[config.mk]
export PLATFORM = sky130hd
export DESIGN_NAME = rx_iq_packer
export DESIGN_NICKNAME = d
export VERILOG_FILES = /design/src/rtl/rx_iq_packer_pkg.sv /design/src/rtl/rx_iq_fifo.sv /design/src/rtl/rx_iq_packer.sv
export SDC_FILE = /design/constraint.sdc
export NUM_CORES = 1
export LEC_CHECK = 0
export CORE_UTILIZATION = 55
export DETAILED_ROUTE_END_ITERATION = 10
export PLACE_DENSITY = 0.72
export SYNTH_ARGS = -nofsm -noshare
export SYNTH_HDL_FRONTEND = slang
export SYNTH_SLANG_ARGS = --single-unit
[constraint.sdc]
create_clock -name clock -period 6.9 [get_ports clock]
set_input_delay 1.38 -clock clock [delete_from_list [all_inputs] [get_ports clock]]
set_output_delay 1.38 -clock clock [all_outputs]
set_load 0.1 [all_outputs]
[src/rtl/rx_iq_packer_pkg.sv]
// Shared constants and types for the I/Q byte packer.
// FSM encodings are plain localparams so older code that compares raw state values still works.
package rx_iq_packer_pkg;

  localparam int BYTES_PER_PAIR = 6;
  localparam int PAIR_WIDTH     = 48;
  localparam int IQ_WIDTH       = 24;
  localparam int DROPCNT_WIDTH  = 16;

  localparam logic [1:0] ST_IDLE = 2'd0;
  localparam logic [1:0] ST_LOAD = 2'd1;
  localparam logic [1:0] ST_SEND = 2'd2;

  // One FIFO entry: I in the upper half so it is serialised first.
  typedef struct packed {
    logic [IQ_WIDTH-1:0] i;
    logic [IQ_WIDTH-1:0] q;
  } iq_pair_t;

  // Saturating increment for the dropped-sample counter.
  function automatic logic [DROPCNT_WIDTH-1:0] sat_inc(input logic [DROPCNT_WIDTH-1:0] v);
    sat_inc = (v == {DROPCNT_WIDTH{1'b1}}) ? v : v + {{(DROPCNT_WIDTH-1){1'b0}}, 1'b1};
  endfunction

endpackage

[src/rtl/rx_iq_fifo.sv]
// Single-clock FIFO of I/Q pairs. A push while full is still taken when a pop happens in the
// same cycle, because the slot being read is free by the time the write lands.
module rx_iq_fifo #(
  parameter int DEPTH = 16,
  parameter int WIDTH = 48
) (
  input  logic                     clock,
  input  logic                     rst_n,
  input  logic                     push,
  input  logic [WIDTH-1:0]         push_data,
  input  logic                     pop,
  output logic [WIDTH-1:0]         pop_data,
  output logic                     full,
  output logic                     empty,
  output logic [$clog2(DEPTH):0]   count
);

  localparam int AW = $clog2(DEPTH);
  localparam logic [AW:0]   CNT_ONE = {{AW{1'b0}}, 1'b1};
  localparam logic [AW-1:0] PTR_ONE = {{(AW-1){1'b0}}, 1'b1};

  logic [WIDTH-1:0] mem [DEPTH];
  logic [AW-1:0]    wr_ptr;
  logic [AW-1:0]    rd_ptr;
  logic             do_push;
  logic             do_pop;

  assign full     = (count == DEPTH[AW:0]);
  assign empty    = (count == '0);
  assign do_pop   = pop && !empty;
  assign do_push  = push && (!full || do_pop);
  assign pop_data = mem[rd_ptr];

  // Storage write; contents need no reset since count gates every read.
  always_ff @(posedge clock) begin
    if (do_push) mem[wr_ptr] <= push_data;
  end

  // Pointers (wrap modulo DEPTH) and occupancy.
  always_ff @(posedge clock or negedge rst_n) begin
    if (!rst_n) begin
      wr_ptr <= '0;
      rd_ptr <= '0;
      count  <= '0;
    end else begin
      if (do_push) wr_ptr <= wr_ptr + PTR_ONE;
      if (do_pop)  rd_ptr <= rd_ptr + PTR_ONE;
      case ({do_push, do_pop})
        2'b10:   count <= count + CNT_ONE;
        2'b01:   count <= count - CNT_ONE;
        default: count <= count;
      endcase
    end
  end

endmodule

[src/rtl/rx_iq_packer.sv]
// Packs decimated 24b I/Q pairs into 6 bytes (I MSB first, then Q) for the packet formatter.
// Optional feature macro: RX_IQ_PACKER_DROPCNT_EN adds a saturating 16b drop_count output.
//
// Byte handshake: a byte transfers on a rising clock edge where out_valid & out_ready are both
// high; once out_valid rises, out_valid and out_data hold unchanged until that transfer.
module rx_iq_packer
  import rx_iq_packer_pkg::*;
#(
  parameter int DEPTH        = 16,
  parameter int SAMPLE_WIDTH = 24
) (
  input  logic                     clock,
  input  logic                     rst_n,
  input  logic                     enable,
  input  logic                     in_strobe,
  input  logic [SAMPLE_WIDTH-1:0]  in_i,
  input  logic [SAMPLE_WIDTH-1:0]  in_q,
  output logic [7:0]               out_data,
  output logic                     out_valid,
  input  logic                     out_ready,
  output logic                     out_last,
  output logic [$clog2(DEPTH):0]   fill_level,
  output logic                     overflow,
  input  logic                     clear_overflow,
  output logic [1:0]               fsm_state
`ifdef RX_IQ_PACKER_DROPCNT_EN
  ,
  output logic [DROPCNT_WIDTH-1:0] drop_count
`endif
);

  localparam logic [2:0] LAST_IDX = 3'(BYTES_PER_PAIR - 1);

  logic [1:0]            state;
  logic [1:0]            state_nxt;
  logic [PAIR_WIDTH-1:0] shreg;
  logic [2:0]            byte_idx;
  iq_pair_t              wr_pair;
  logic [PAIR_WIDTH-1:0] rd_pair;
  logic                  push_req;
  logic                  fifo_full;
  logic                  fifo_empty;
  logic                  load_now;
  logic                  byte_fire;
  logic                  last_fire;
  logic                  drop;

  assign wr_pair.i = in_i;
  assign wr_pair.q = in_q;
  assign push_req  = in_strobe && enable;

  // IDLE loads directly so a sample reaches the wire two cycles after its strobe;
  // LOAD is the one-cycle refill between back-to-back pairs.
  assign load_now  = !fifo_empty && ((state == ST_IDLE) || (state == ST_LOAD));
  assign byte_fire = (state == ST_SEND) && out_ready;
  assign last_fire = byte_fire && (byte_idx == LAST_IDX);
  assign drop      = push_req && fifo_full && !load_now;

  assign out_valid = (state == ST_SEND);
  assign out_data  = (state == ST_SEND) ? shreg[PAIR_WIDTH-1 -: 8] : 8'h00;
  assign out_last  = (state == ST_SEND) && (byte_idx == LAST_IDX);
  assign fsm_state = state;

  rx_iq_fifo #(
    .DEPTH (DEPTH),
    .WIDTH (PAIR_WIDTH)
  ) u_fifo (
    .clock     (clock),
    .rst_n     (rst_n),
    .push      (push_req),
    .push_data (wr_pair),
    .pop       (load_now),
    .pop_data  (rd_pair),
    .full      (fifo_full),
    .empty     (fifo_empty),
    .count     (fill_level)
  );

  // Next-state decode for the serialiser.
  always_comb begin
    state_nxt = state;
    case (state)
      ST_IDLE: if (load_now) state_nxt = ST_SEND;
      ST_LOAD: state_nxt = load_now ? ST_SEND : ST_IDLE;
      ST_SEND: if (last_fire) state_nxt = fifo_empty ? ST_IDLE : ST_LOAD;
      default: state_nxt = ST_IDLE;
    endcase
  end

  // State, shift register and byte index; shifting left keeps the current byte at the top.
  always_ff @(posedge clock or negedge rst_n) begin
    if (!rst_n) begin
      state    <= ST_IDLE;
      shreg    <= '0;
      byte_idx <= '0;
    end else begin
      state <= state_nxt;
      if (load_now) begin
        shreg    <= rd_pair;
        byte_idx <= '0;
      end else if (byte_fire) begin
        shreg    <= {shreg[PAIR_WIDTH-9:0], 8'h00};
        byte_idx <= byte_idx + 3'd1;
      end
    end
  end

  // Sticky overflow; a drop in the same cycle as a clear keeps the flag set.
  always_ff @(posedge clock or negedge rst_n) begin
    if (!rst_n)              overflow <= 1'b0;
    else if (drop)           overflow <= 1'b1;
    else if (clear_overflow) overflow <= 1'b0;
  end

`ifdef RX_IQ_PACKER_DROPCNT_EN
  // Dropped-sample counter; a clear coincident with a drop restarts the count at one.
  always_ff @(posedge clock or negedge rst_n) begin
    if (!rst_n) begin
      drop_count <= '0;
    end else if (drop) begin
      drop_count <= clear_overflow ? {{(DROPCNT_WIDTH-1){1'b0}}, 1'b1} : sat_inc(drop_count);
    end else if (clear_overflow) begin
      drop_count <= '0;
    end
  end
`endif

endmodule
# --- Yosys cells after proc, flatten, opt, wreduce, memory -nomap -nowiden ---
# Memories as Yosys holds them, arrays and structs flattened.
# Index checks and enable logic that the tools add are counted.
word_totals:
  out_inout_bits: 18
  ramBits: 768
  memories: 1
  in_bits: 54
  reg_bits: 67
  word_cells: 56
classes:
  reduce_logical: 20
  n_mux: 15
  add_sub_neg: 5
  n_eq_ne: 8
memory_table:
  columns: ["name", "words", "width", "read_ports", "rd_ports_with_merged_regs", "write_ports", "line", "rtl"]
  rows:
  - ["u_fifo.mem", 16, 48, 1, 0, 1, "rx_iq_fifo.sv:22", "logic [WIDTH-1:0] mem [DEPTH];"]
ops:
  columns: ["operator", "n"]
  rows:
  - ["48-bit two-way mux", 2]
  - ["5-bit case mux with 2 select lines", 1]
  - ["1-bit logical AND", 9]
  - ["4-bit by 1-bit adder with 4-bit output (second input constant)", 2]
  - ["8-bit two-way mux", 1]
  - ["2-bit two-way mux", 3]
  - ["3-bit two-way mux", 2]
  - ["2-bit case mux with 3 select lines", 1]
  - ["2-bit nonzero test", 3]
  - ["5-bit by 1-bit adder with 5-bit output (second input constant)", 1]
  - ["5-bit equality test (second input constant)", 1]
  - ["5-bit zero test", 1]
  - ["1-bit two-way mux", 5]
  - ["5-bit by 1-bit subtractor with 5-bit output (second input constant)", 1]
  - ["2-bit by 1-bit equality test with 1-bit output (second input constant)", 2]
  - ["2-bit equality test (second input constant)", 2]
  - ["3-bit by 1-bit adder with 3-bit output (second input constant)", 1]
  - ["3-bit equality test (second input constant)", 1]
  - ["1-bit zero test", 3]
  - ["2-bit zero test", 1]
  - ["1-bit logical OR", 2]
  - ["2-bit by 1-bit inequality test with 1-bit output (second input constant)", 1]
  - ["2-bit inequality test (second input constant)", 1]
  - ["2-bit AND reduction", 1]

# --- Logic depth before layout (Yosys ltp) ---
# Gate-level depths: netlist (run 1).
depth:
  word_depth: 8
  depth_mapped: 13
  depth_no_buf: 12

# --- Cells and area by module ---
# From an unflattened synthesis (run 1), not the netlist that was laid out.
unflattened:
  hier_cells: 1571
  hier_area_um2: 32946.6
by_module_without_submodules:
  columns: ["module", "n_inst", "seq_area_each_um2", "area_each_um2", "cells_each"]
  rows:
  - ["rx_iq_fifo", 1, 23387.4, 29593.4, 1275]
  - ["rx_iq_packer", 1, 1351.3, 3353.2, 296]

# --- Least setup slack after synthesis (run 1) ---
# Ideal clock, no wire load.
synth_path:
  kind: "input to register"
  from: "input port in_strobe"
  to: "memory u_fifo.mem[3][0] (enable)"
  path_buffers: 0
  slack_ns: 1.136
  path_stages: 4
  arrival_ns: 5.251
  required_time_ns: 6.387
  setup_ns: 0.513
  path_cell_list: "nand2_1 a31oi_2 nand2_1 nor3_1"
synth_between:
  elab_chain_len: 4
synth_rtl:
  columns: ["item", "line", "rtl"]
  rows:
  - ["start: declaration", "rx_iq_packer.sv:15", "input logic in_strobe,"]
  - ["1-bit logical AND", "rx_iq_packer.sv:50", "assign push_req = in_strobe && enable;"]
  - ["1-bit logical AND", "rx_iq_fifo.sv:31", "assign do_push = push && (!full || do_pop);"]
  - ["1-bit two-way mux", "rx_iq_fifo.sv:36", "if (do_push) mem[wr_ptr] <= push_data;"]
  - ["1-bit two-way mux (not written as such)", "rx_iq_fifo.sv:36", null]
  - ["end: declaration", "rx_iq_fifo.sv:22", null]
# Every way passes these cells.

# --- Worst setup path after layout (run 1) ---
layout_path:
  from: "register state[1], in the netlist fsm_state[1]"
  to: "output port out_last"
layout_between:
  elab_chain_len: 2
layout_rtl:
  columns: ["item", "line", "rtl"]
  rows:
  - ["start: declaration", "rx_iq_packer.sv:34", "logic [1:0] state;"]
  - ["start signal: assignment", "rx_iq_packer.sv:97", "state <= state_nxt;"]
  - ["2-bit equality test", "rx_iq_packer.sv:61", "assign out_last = (state == ST_SEND) && (byte_idx == LAST_IDX);"]
  - ["1-bit logical AND", "rx_iq_packer.sv:61", null]
  - ["end: declaration", "rx_iq_packer.sv:21", "output logic out_last,"]
# Every way passes these cells.

==> flow_metrics.tcl, run 1 <==
set metrics [dict create \
    pwr-share-seq 0.442 \
    synth_compound_area_frac 0.0255 \
    dp_hpwl_um 40500 \
    seqCellArea_mm2 0.0248 \
    synthSimpleGateAreaFrac 0.0179 \
    final_antenna_net_count 0 \
    netlist_area_mm2 0.0322 \
    vias_per_cell 6.21 \
    crit_required_ns 5.52 \
    wl_um 69400 \
    fmax_mhz 235 \
    path_cells "nor2b_1, buf_4, and3_1, clkdlybuf4s50_1" \
    fin_nets 1673 \
    grt_pass1_vias 15800 \
    cts_hold_buf 0 \
    final_common_cell "edfxtp_1" \
    period_share 0.618 \
    drt_iter0_drc 1464 \
    post-cts-setup-buffer-count 0 \
    hold_class "reg2reg" \
    drive_gt1_frac 0.214 \
    antenna_cells 0 \
    status "complete, no violations" \
    endpoint_kind "primary output" \
    power_leakage_uw 0.0116 \
    reg2reg_depth 11 \
    arrival_ns 2.88 \
    cts_sinks 835 \
    postSynthAreaPerCell_um2 21.4 \
    grt_use_total 0.240 \
    drv_slew 0 \
    grt_max_degree 106 \
    ys_ff_latch 835 \
    grt-ovfl-total 0 \
    cts_tree "done" \
    core_mm2 0.0578 \
    path_max_fanout 13 \
    hold_violations 0 \
    switching_share 0.311 \
    seq_area_frac_synth 0.769 \
    ys_warn_count 0 \
    place.gp.congestion 0.821 \
    placed_area_mm2 0.0337 \
    crit_type "reg2out" \
    intPower_uw 9940 \
    cpPeakStageDelay_ns 1.18 \
    postLayoutCoreUtil 0.627 \
    clock_power_share 0.294 \
    max_slew_margin 0.166 \
    cts_buffer_depth 3 \
    wire_per_inst_um 28.5 \
    synthMuxAreaShare 0.162 \
    die-area_mm2 0.0595 \
    rows 88 \
    peakVddDrop_mv 0.274 \
    report.final.setup_viol 0 \
    slowest_stage "clkdlybuf4s50_1" \
    grt_pass1_wl_um 103000 \
    post-route-cell-area_mm2 0.0362 \
    num-fill-cells 3908 \
    ys_types 40 \
    synthXorXnorAreaFrac 0.00326 \
    multi_input_area_mm2 0.00697 \
    critical_path.startpoint_type "flop" \
    cts-root-buf "clkbuf_16" \
    fin_skew_ns 0.0204 \
    h-tree-depth 3 \
    die_x_um 244 \
    switchingPower_uw 4480 \
    whs_path_depth 2 \
    port_buffers 71 \
    vias 15100 \
    period_minus_slack_ns 4.26 \
    tightestPinTransition_ns 1.25 \
    syn_inst 1507 \
    synth_nets 1573 \
    die_h_um 244 \
    insertion_delay_ns 0.63 \
    fin_tns_setup_ns 0 \
    syn2layout_area_growth_pct 12.6 \
    clk_pin_slew_ns 0.06 \
    rsz0062_at_grt "no" \
    synth_top_family_by_area "multiplexers" \
    cts_buffers 83 \
    ctsResizeCount 0 \
    combPwrFrac 0.264 \
    first_pass_iters 5 \
    p_per_area_mw_per_mm2 398 \
    final_cell_mix "edfxtp_1 (768), mux4_2 (191), mux2i_1 (90)" \
    antenna_found_initial 0 \
    ioPinCount 72 \
    synthAdderAreaFrac 0.00490 \
    drv_cap 0 \
    drc_errors 0 \
    start_util 0.557 \
]
[logic make-up after synthesis]
logic type | count (synthesis)
DFF | 835
muxes | 281
AOI/OAI and AO/OA | 146
and+or+nand+nor | 125
buffers and inverters | 96
xor gates and xnor gates | 12
adders and majority gates | 12
[through the flow]
step           hold WS, ns  total power [uW]  setup WS [ns]  instances
2_1_floorplan        0.469              9190           1.14       1507
3_3_place_gp         0.483             10300           2.30       2287
3_5_place_dp         0.494             10300           2.29       2287
4_1_cts              0.507             14500           2.59       2438
5_1_grt              0.542             15000           2.55       2438
6_report             0.506             14400           2.64       2438
[cell usage after synthesis]
cell / number / area share
nand3_1: 12 / 0.0019
a21o_1: 1 / 0.00023
or3_1: 1 / 0.00019
ha_1: 11 / 0.0043
o221ai_1: 7 / 0.0019
o21ai_0: 26 / 0.0040
o22ai_1: 41 / 0.0080
mux2i_1: 90 / 0.028
buf_4: 21 / 0.0049
mux4_2: 191 / 0.13
a21oi_1: 43 / 0.0067
or2_2: 2 / 0.00039
and2_1: 8 / 0.0016
buf_2: 39 / 0.0061
inv_1: 9 / 0.0010
buf_12: 1 / 0.00062
a211oi_1: 1 / 0.00023
fa_1: 1 / 0.00062
nand2_1: 65 / 0.0076
nor2b_1: 4 / 0.00078
or2_1: 1 / 0.00019
dfrtp_1: 67 / 0.052
nor2_1: 17 / 0.0020
buf_1: 2 / 0.00023
xor2_1: 4 / 0.0011
buf_8: 1 / 0.00047
o21ai_1: 26 / 0.0040
and3_1: 1 / 0.00019
or3b_2: 1 / 0.00027
xnor2_1: 8 / 0.0022
clkbuf_1: 12 / 0.0014
edfxtp_1: 768 / 0.72
nor3_1: 4 / 0.00062
a31oi_2: 1 / 0.00039
nand2b_1: 4 / 0.00078
inv_2: 1 / 0.00012
nor4_4: 1 / 0.00066
nand4_1: 3 / 0.00058
buf_6: 10 / 0.0035
nand3b_1: 1 / 0.00023
[cell type report]
class	count	share of cell area
inverters	10	0.00104
clock inverters	45	0.00880
clock buffers	106	0.0617
repair buffers	101	0.0264
multi-input cells	576	0.192
well taps	765	0.0264
flip-flops and latches	835	0.683
[critical path: cells and delay by family (launching register included)]
family | cells | cell delay, ns
buffers and inverters | 2 | 1.41
flip-flops | 1 | 0.40
AND/OR/NAND/NOR | 2 | 0.46
[power groups by stage]
stage | Sequential (uW) | Combinational, uW | Clock (uW)
3_3_place_gp | 6470 | 3780 | 0
3_5_place_dp | 6490 | 3820 | 0
6_report | 6380 | 3800 | 4240
4_1_cts | 6390 | 3850 | 4300
2_1_floorplan | 6290 | 2900 | 0
5_1_grt | 6430 | 4040 | 4490
[path summary, 6_finish.rpt]
check                                            start  slack [ns]                            to
max                           fsm_state[1]$_DFFE_PN0P_        2.64                      out_last
min                               shreg[7]$_DFFE_PN0P_        0.51          shreg[7]$_DFFE_PN0P_
max reg2reg                u_fifo.count[0]$_DFFE_PN0P_        3.05   u_fifo.count[4]$_DFFE_PN0P_
min reg2reg                       shreg[7]$_DFFE_PN0P_        0.51          shreg[7]$_DFFE_PN0P_
max in group asynchronous                        rst_n        5.31  u_fifo.rd_ptr[2]$_DFFE_PN0P_
min in group asynchronous                        rst_n        0.89   u_fifo.count[1]$_DFFE_PN0P_
[sequential cells by signal, summed over array words and instances (netlist names)]
signal,count
shreg,48
u_fifo.count,5
u_fifo.rd_ptr,4
fsm_state,2
u_fifo.mem,768
overflow,1
byte_idx,3
u_fifo.wr_ptr,4
[layer usage]
layer / routed length, um / share of wire / track usage / vias up
met5: 0 / 0 / 0 / -
met1: 27700 / 0.40 / 0.327 / 8060
met2: 35200 / 0.51 / 0.397 / 560
met4: 2200 / 0.032 / 0.0809 / 0
met3: 4400 / 0.063 / 0.0427 / 113
li1: - / - / - / 6409
Note: power is estimated with default switching activity, not from simulation.
==> run 2: changes to the inputs <==
- PLACE_DENSITY: 0.72 -> 0.75
- clock period: 6.9 -> 3.8 ns (I/O delays scaled with it)
==> run 2 against run 1 <==
  * Core utilization grew 0.90 points
  * Hold slack got worse by 0.25 ns
  * Cell count increased by 1.2%
  * Power rose by 84%
  * Non-clock buffer count is 30 higher
  * Sequential share of layout area shrank 0.97 points
  * Critical path depth down 3
  * Combinational power grew 86%
  * Global-route usage fell by 0.55 points
  * First-iteration DRC count is 9.4% higher
  * Flip-flop and latch count unchanged
  * Clock power up 90%
==> flow_metrics.tcl, run 2 (synthesized netlist as in run 1, its figures left out) <==
set metrics [dict create \
    largest_registers "u_fifo.mem x768, shreg x48, u_fifo.count x5" \
    crit_required_ns 3.04 \
    combPwrFrac 0.267 \
    grt-ovfl-total 0 \
    cts-root-buf "clkbuf_16" \
    core_mm2 0.0578 \
    power_leakage_uw 0.0119 \
    switching_share 0.301 \
    grt_pass1_wl_um 102000 \
    hold_class "in2async" \
    first_pass_iters 5 \
    die-area_mm2 0.0595 \
    placed_area_mm2 0.0341 \
    arrival_ns 2.28 \
    tightestPinTransition_ns 1.03 \
    intPower_uw 18500 \
    cts_sinks 835 \
    antenna_cells 0 \
    cts_tree "done" \
    post-route-cell-area_mm2 0.0368 \
    die_x_um 244 \
    rsz0062_at_grt "no" \
    syn2layout_area_growth_pct 14.2 \
    cts_buffers 82 \
    final_antenna_net_count 0 \
    r2r_start "u_fifo.count[0]$_DFFE_PN0P_" \
    vias 15400 \
    p_per_area_mw_per_mm2 722 \
    report.final.setup_viol 0 \
    drt_iter0_drc 1602 \
    path_max_fanout 4 \
    die_h_um 244 \
    ctsResizeCount 0 \
    rows 88 \
    clock_power_share 0.303 \
    endpoint_kind "primary output" \
    final_cell_mix "edfxtp_1 (768), mux4_2 (191), mux2i_1 (90)" \
    wire_per_inst_um 27.5 \
    switchingPower_uw 7990 \
    drive_gt1_frac 0.239 \
    pwr-share-seq 0.430 \
    vias_per_cell 6.24 \
    crit_family "buffers and inverters" \
    largest_register_ff_count 768 \
    path_cells "clkdlybuf4s50_1" \
    cpPeakStageDelay_ns 1.21 \
    period_share 0.801 \
    start_util 0.557 \
    insertion_delay_ns 0.62 \
    port_buffers 71 \
    ioPinCount 72 \
    place.gp.congestion 0.754 \
    clk_pin_slew_ns 0.06 \
    h-tree-depth 3 \
    grt_use_total 0.235 \
    rrSetupSlack_ns 0.84 \
    regMostFlops "u_fifo.mem" \
    dp_hpwl_um 37700 \
    fin_skew_ns 0.0263 \
    antenna_found_initial 0 \
    cts_hold_buf 0 \
    period_minus_slack_ns 3.04 \
    max_slew_margin 0.314 \
    critical_path.startpoint_type "flop" \
    crit_type "reg2out" \
    fmax_mhz 329 \
    post-cts-setup-buffer-count 0 \
    grt_max_degree 88 \
    grt_pass1_vias 16200 \
    hold_violations 0 \
    slowest_stage "clkdlybuf4s50_1" \
    drv_slew 0 \
    wl_um 67800 \
    drc_errors 0 \
    fin_tns_setup_ns 0 \
    peakVddDrop_mv 0.580 \
    final_common_cell "edfxtp_1" \
    drv_cap 0 \
    fin_nets 1702 \
    critical_path_buf_inv_count 1 \
    status "complete, no violations" \
    critPathLaunch "u_fifo.count[2]$_DFFE_PN0P_" \
    cts_buffer_depth 3 \
]
[run 2: changes by cell type in the layout (fill, tap and decap cells not counted), sizes merged]
cell	previous run	this run
clkinv	40	17
clkdlybuf4s50	70	60
clkbuf	106	122
inv	11	12
buf	31	71
bufinv	3	6
clkinvlp	1	3
[run 2: final timing paths]
check / end / cells past startpoint
worst min register to register: shreg[4]$_DFFE_PN0P_ / 2
max in group asynchronous: u_fifo.rd_ptr[1]$_DFFE_PN0P_ / 1
min in group clock: shreg[4]$_DFFE_PN0P_ / 2
worst max-delay path: fill_level[2] / 1
worst min-delay path: u_fifo.count[1]$_DFFE_PN0P_ / 1
worst max register to register: u_fifo.count[4]$_DFFE_PN0P_ / 11
[run 2: area by class of cell]
| type | count | area (um^2) |
|---|---|---|
| multi-input cells | 576 | 7000 |
| flip-flops and latches | 835 | 24800 |
| clock inverters | 28 | 312 |
| clock buffers | 122 | 2370 |
| fillers | 3772 | 21000 |
| repair buffers | 131 | 1330 |
| inverters | 10 | 37.5 |
| well taps | 765 | 957 |
[run 2: power by group through the flow]
| stage | combinational [uW] | sequential (uW) | clock (uW) |
|---|---|---|---|
| 2_1_floorplan | 5280 | 11400 | 0 |
| 3_3_place_gp | 6980 | 11500 | 0 |
| 3_5_place_dp | 7090 | 11600 | 0 |
| 4_1_cts | 7160 | 11400 | 8150 |
| 5_1_grt | 7570 | 11500 | 8480 |
| 6_report | 7080 | 11400 | 8050 |
[run 2: stage by stage]
| step | hold WS (ns) | std cells | util | power [uW] | setup slack, ns |
|---|---|---|---|---|---|
| finish | 0.258 | 2467 | 0.636 | 26500 | 0.756 |
| global route | 0.323 | 2467 | 0.636 | 27500 | 0.589 |
| CTS | 0.311 | 2467 | 0.636 | 26700 | 0.724 |
| detailed placement | 0.509 | 2317 | 0.590 | 18700 | 0.510 |
| global placement | 0.494 | 2317 | 0.590 | 18500 | 0.494 |
| floorplan | 0.464 | 1507 | - | 16700 | -0.425 |
[run 2: layer usage]
| metal | routed length (um) | vias up | GRT usage |
|---|---|---|---|
| li1 | - | 6481 | - |
| met1 | 27800 | 8177 | 0.330 |
| met2 | 33900 | 612 | 0.379 |
| met3 | 4200 | 134 | 0.0410 |
| met4 | 1980 | 0 | 0.0768 |
| met5 | 0 | - | 0 |
==> run 3: changes to the inputs <==
- clock period: 3.8 -> 2.6 ns (I/O delays scaled with it)
==> run 3 against run 2 <==
  * Largest power group unchanged
  * Global-route usage is 0.54 points higher
  * Routed wire length grew 1.9%
  * Setup slack got worse by 0.72 ns
  * Core utilization up 1.8 points
  * Clock-buffer cell count fell by 20
  * First-iteration DRC count is 15% higher
  * Die area unchanged
  * Via count is 2.1% higher
==> flow_metrics.tcl, run 3 (synthesized netlist as in run 1, its figures left out) <==
set metrics [dict create \
    drt_iter0_drc 1846 \
    port_buffers 71 \
    finalNonFillerCells 2504 \
    path_max_fanout 3 \
    start_util 0.557 \
    period_minus_slack_ns 2.57 \
    final_antenna_net_count 0 \
    wl_um 69100 \
    critical_path.startpoint_type "flop" \
    r2r_start "u_fifo.count[2]$_DFFE_PN0P_" \
    drc_errors 0 \
    antenna_found_initial 2 \
    power.total_uw 40500 \
    cts_sinks 835 \
    die_h_um 244 \
    grt_pass1_vias 16400 \
    endpoint_kind "flop" \
    drv_slew 0 \
    largest_registers "u_fifo.mem x768, shreg x48, u_fifo.count x5" \
    dp_slack_ns -0.320 \
    post-route-cell-area_mm2 0.0378 \
    power_leakage_uw 0.0123 \
    crit_type "reg2reg" \
    num-fill-cells 3683 \
    clk_pin_slew_ns 0.06 \
    hold_class "in2async" \
    grt_use_total 0.240 \
    rows 88 \
    h-tree-depth 3 \
    regMostFlops "u_fifo.mem" \
    worst_slack_ns 0.0339 \
    first_pass_iters 5 \
    die-area_mm2 0.0595 \
    fin_nets 1736 \
    grt_pass1_wl_um 105000 \
    grt-ovfl-total 0 \
    report.final.setup_viol 0 \
    reg2reg_depth 11 \
    status "complete, no violations" \
    syn2layout_area_growth_pct 17.4 \
    rrSetupSlack_ns 0.03 \
    grt_max_degree 88 \
    final_cell_mix "edfxtp_1 (768), mux4_2 (191), mux2i_1 (90)" \
    period_share 0.987 \
    place.gp.congestion 0.795 \
    fin_skew_ns 0.0198 \
    wire_per_inst_um 27.6 \
    cpPeakStageDelay_ns 0.49 \
    vias_per_cell 6.28 \
    drive_gt1_frac 0.268 \
    max_slew_margin 0.378 \
    timing.rr.end "u_fifo.count[4]$_DFFE_PN0P_" \
    drv_cap 0 \
    cts_buffers 81 \
    peakVddDrop_mv 0.702 \
    dp_hpwl_um 40300 \
    cts-root-buf "clkbuf_16" \
    hold_violations 0 \
    cp_common_cell "inv_2" \
    crit_required_ns 3.10 \
    path_cells "nor4_4, a31oi_2, inv_2, ha_4, inv_2, fa_2, nor2b_2, o21ai_2, nand3_1, or3b_4, xnor2_1" \
    die_x_um 244 \
    final_common_cell "edfxtp_1" \
    ioPinCount 72 \
    placed_area_mm2 0.0349 \
    cts_tree "done" \
    fmax_mhz 390 \
    rsz0062_at_grt "yes" \
    cts_buffer_depth 3 \
    insertion_delay_ns 0.63 \
    core_mm2 0.0578 \
    largest_register_ff_count 768 \
    p_per_area_mw_per_mm2 1070 \
    dp.cells 2348 \
    slowest_stage "dfrtp_4" \
    tightestPinTransition_ns 0.933 \
    arrival_ns 3.07 \
    vias 15700 \
]
## run 3: stage by stage
stage	hold WS (ns)	util	setup TNS (ns)
6_report	0.451	0.654	0
5_1_grt	0.490	0.654	-0.0660
4_1_cts	0.443	0.653	-0.0264
3_5_place_dp	0.502	0.603	-5.99
3_3_place_gp	0.493	0.603	-1.89
2_1_floorplan	0.224	-	-270.58
## run 3: layout make-up
cell class | instances | area [um^2] | share of cell area
Sequential cell | 835 | 24800 | 0.655
Inverter | 10 | 37.5 | 0.000993
Multi-Input combinational cell | 576 | 7080 | 0.187
Clock buffer | 102 | 2210 | 0.0585
Timing Repair Buffer | 166 | 2120 | 0.0560
Antenna cell | 1 | 2.50 | 0.0000662
Tap cell | 765 | 957 | 0.0253
Clock inverter | 49 | 616 | 0.0163
## run 3: timing repair
item | CTS | global route
setup endpoints to repair | 1 | 2
pin swaps | 5 | 8
resized for setup | 6 | 10
hold buffers | 1 | 0
setup buffers | 2 | 1
endpoints found under the hold margin | 42 | 0
## run 3: report_power, final
group          switching (uW)  leakage, uW  internal [uW]
sequential                757      0.00775          15800
clock                    4880      0.00136           7520
combinational            6390      0.00319           5120
## run 3: how the worst max path moves through the flow
stage | startpoint | to | slack [ns] | depth (start not counted)
after detailed placement | enable | u_fifo.count[4]$_DFFE_PN0P_ | -0.32 | 11
after global placement | enable | u_fifo.count[4]$_DFFE_PN0P_ | -0.31 | 11
after global routing | u_fifo.count[2]$_DFFE_PN0P_ | u_fifo.count[4]$_DFFE_PN0P_ | -0.07 | 11
after CTS | u_fifo.count[1]$_DFFE_PN0P_ | u_fifo.count[4]$_DFFE_PN0P_ | -0.03 | 11
after floorplan | u_fifo.count[0]$_DFFE_PN0P_ | u_fifo.mem[12][0]$_DFFE_PP_ | -0.47 | 4
final | u_fifo.count[2]$_DFFE_PN0P_ | u_fifo.count[4]$_DFFE_PN0P_ | 0.03 | 11
## run 3: per-layer routing
metal	track usage	routed length [um]	up-vias
li1	-	-	6554
met1	0.334	27800	8332
met2	0.393	34800	707
met3	0.0372	4400	129
met4	0.0822	2120	0
met5	0	0	-
## run 3: critical path, delay by kind of cell (launching register included)
kind / cells / cell delay [ns]
xor+xnor: 1 / 0.13
buf+inv: 2 / 0.14
compound gates: 2 / 0.23
simple gates: 4 / 0.93
flops: 1 / 0.49
fa+ha+maj: 2 / 0.53
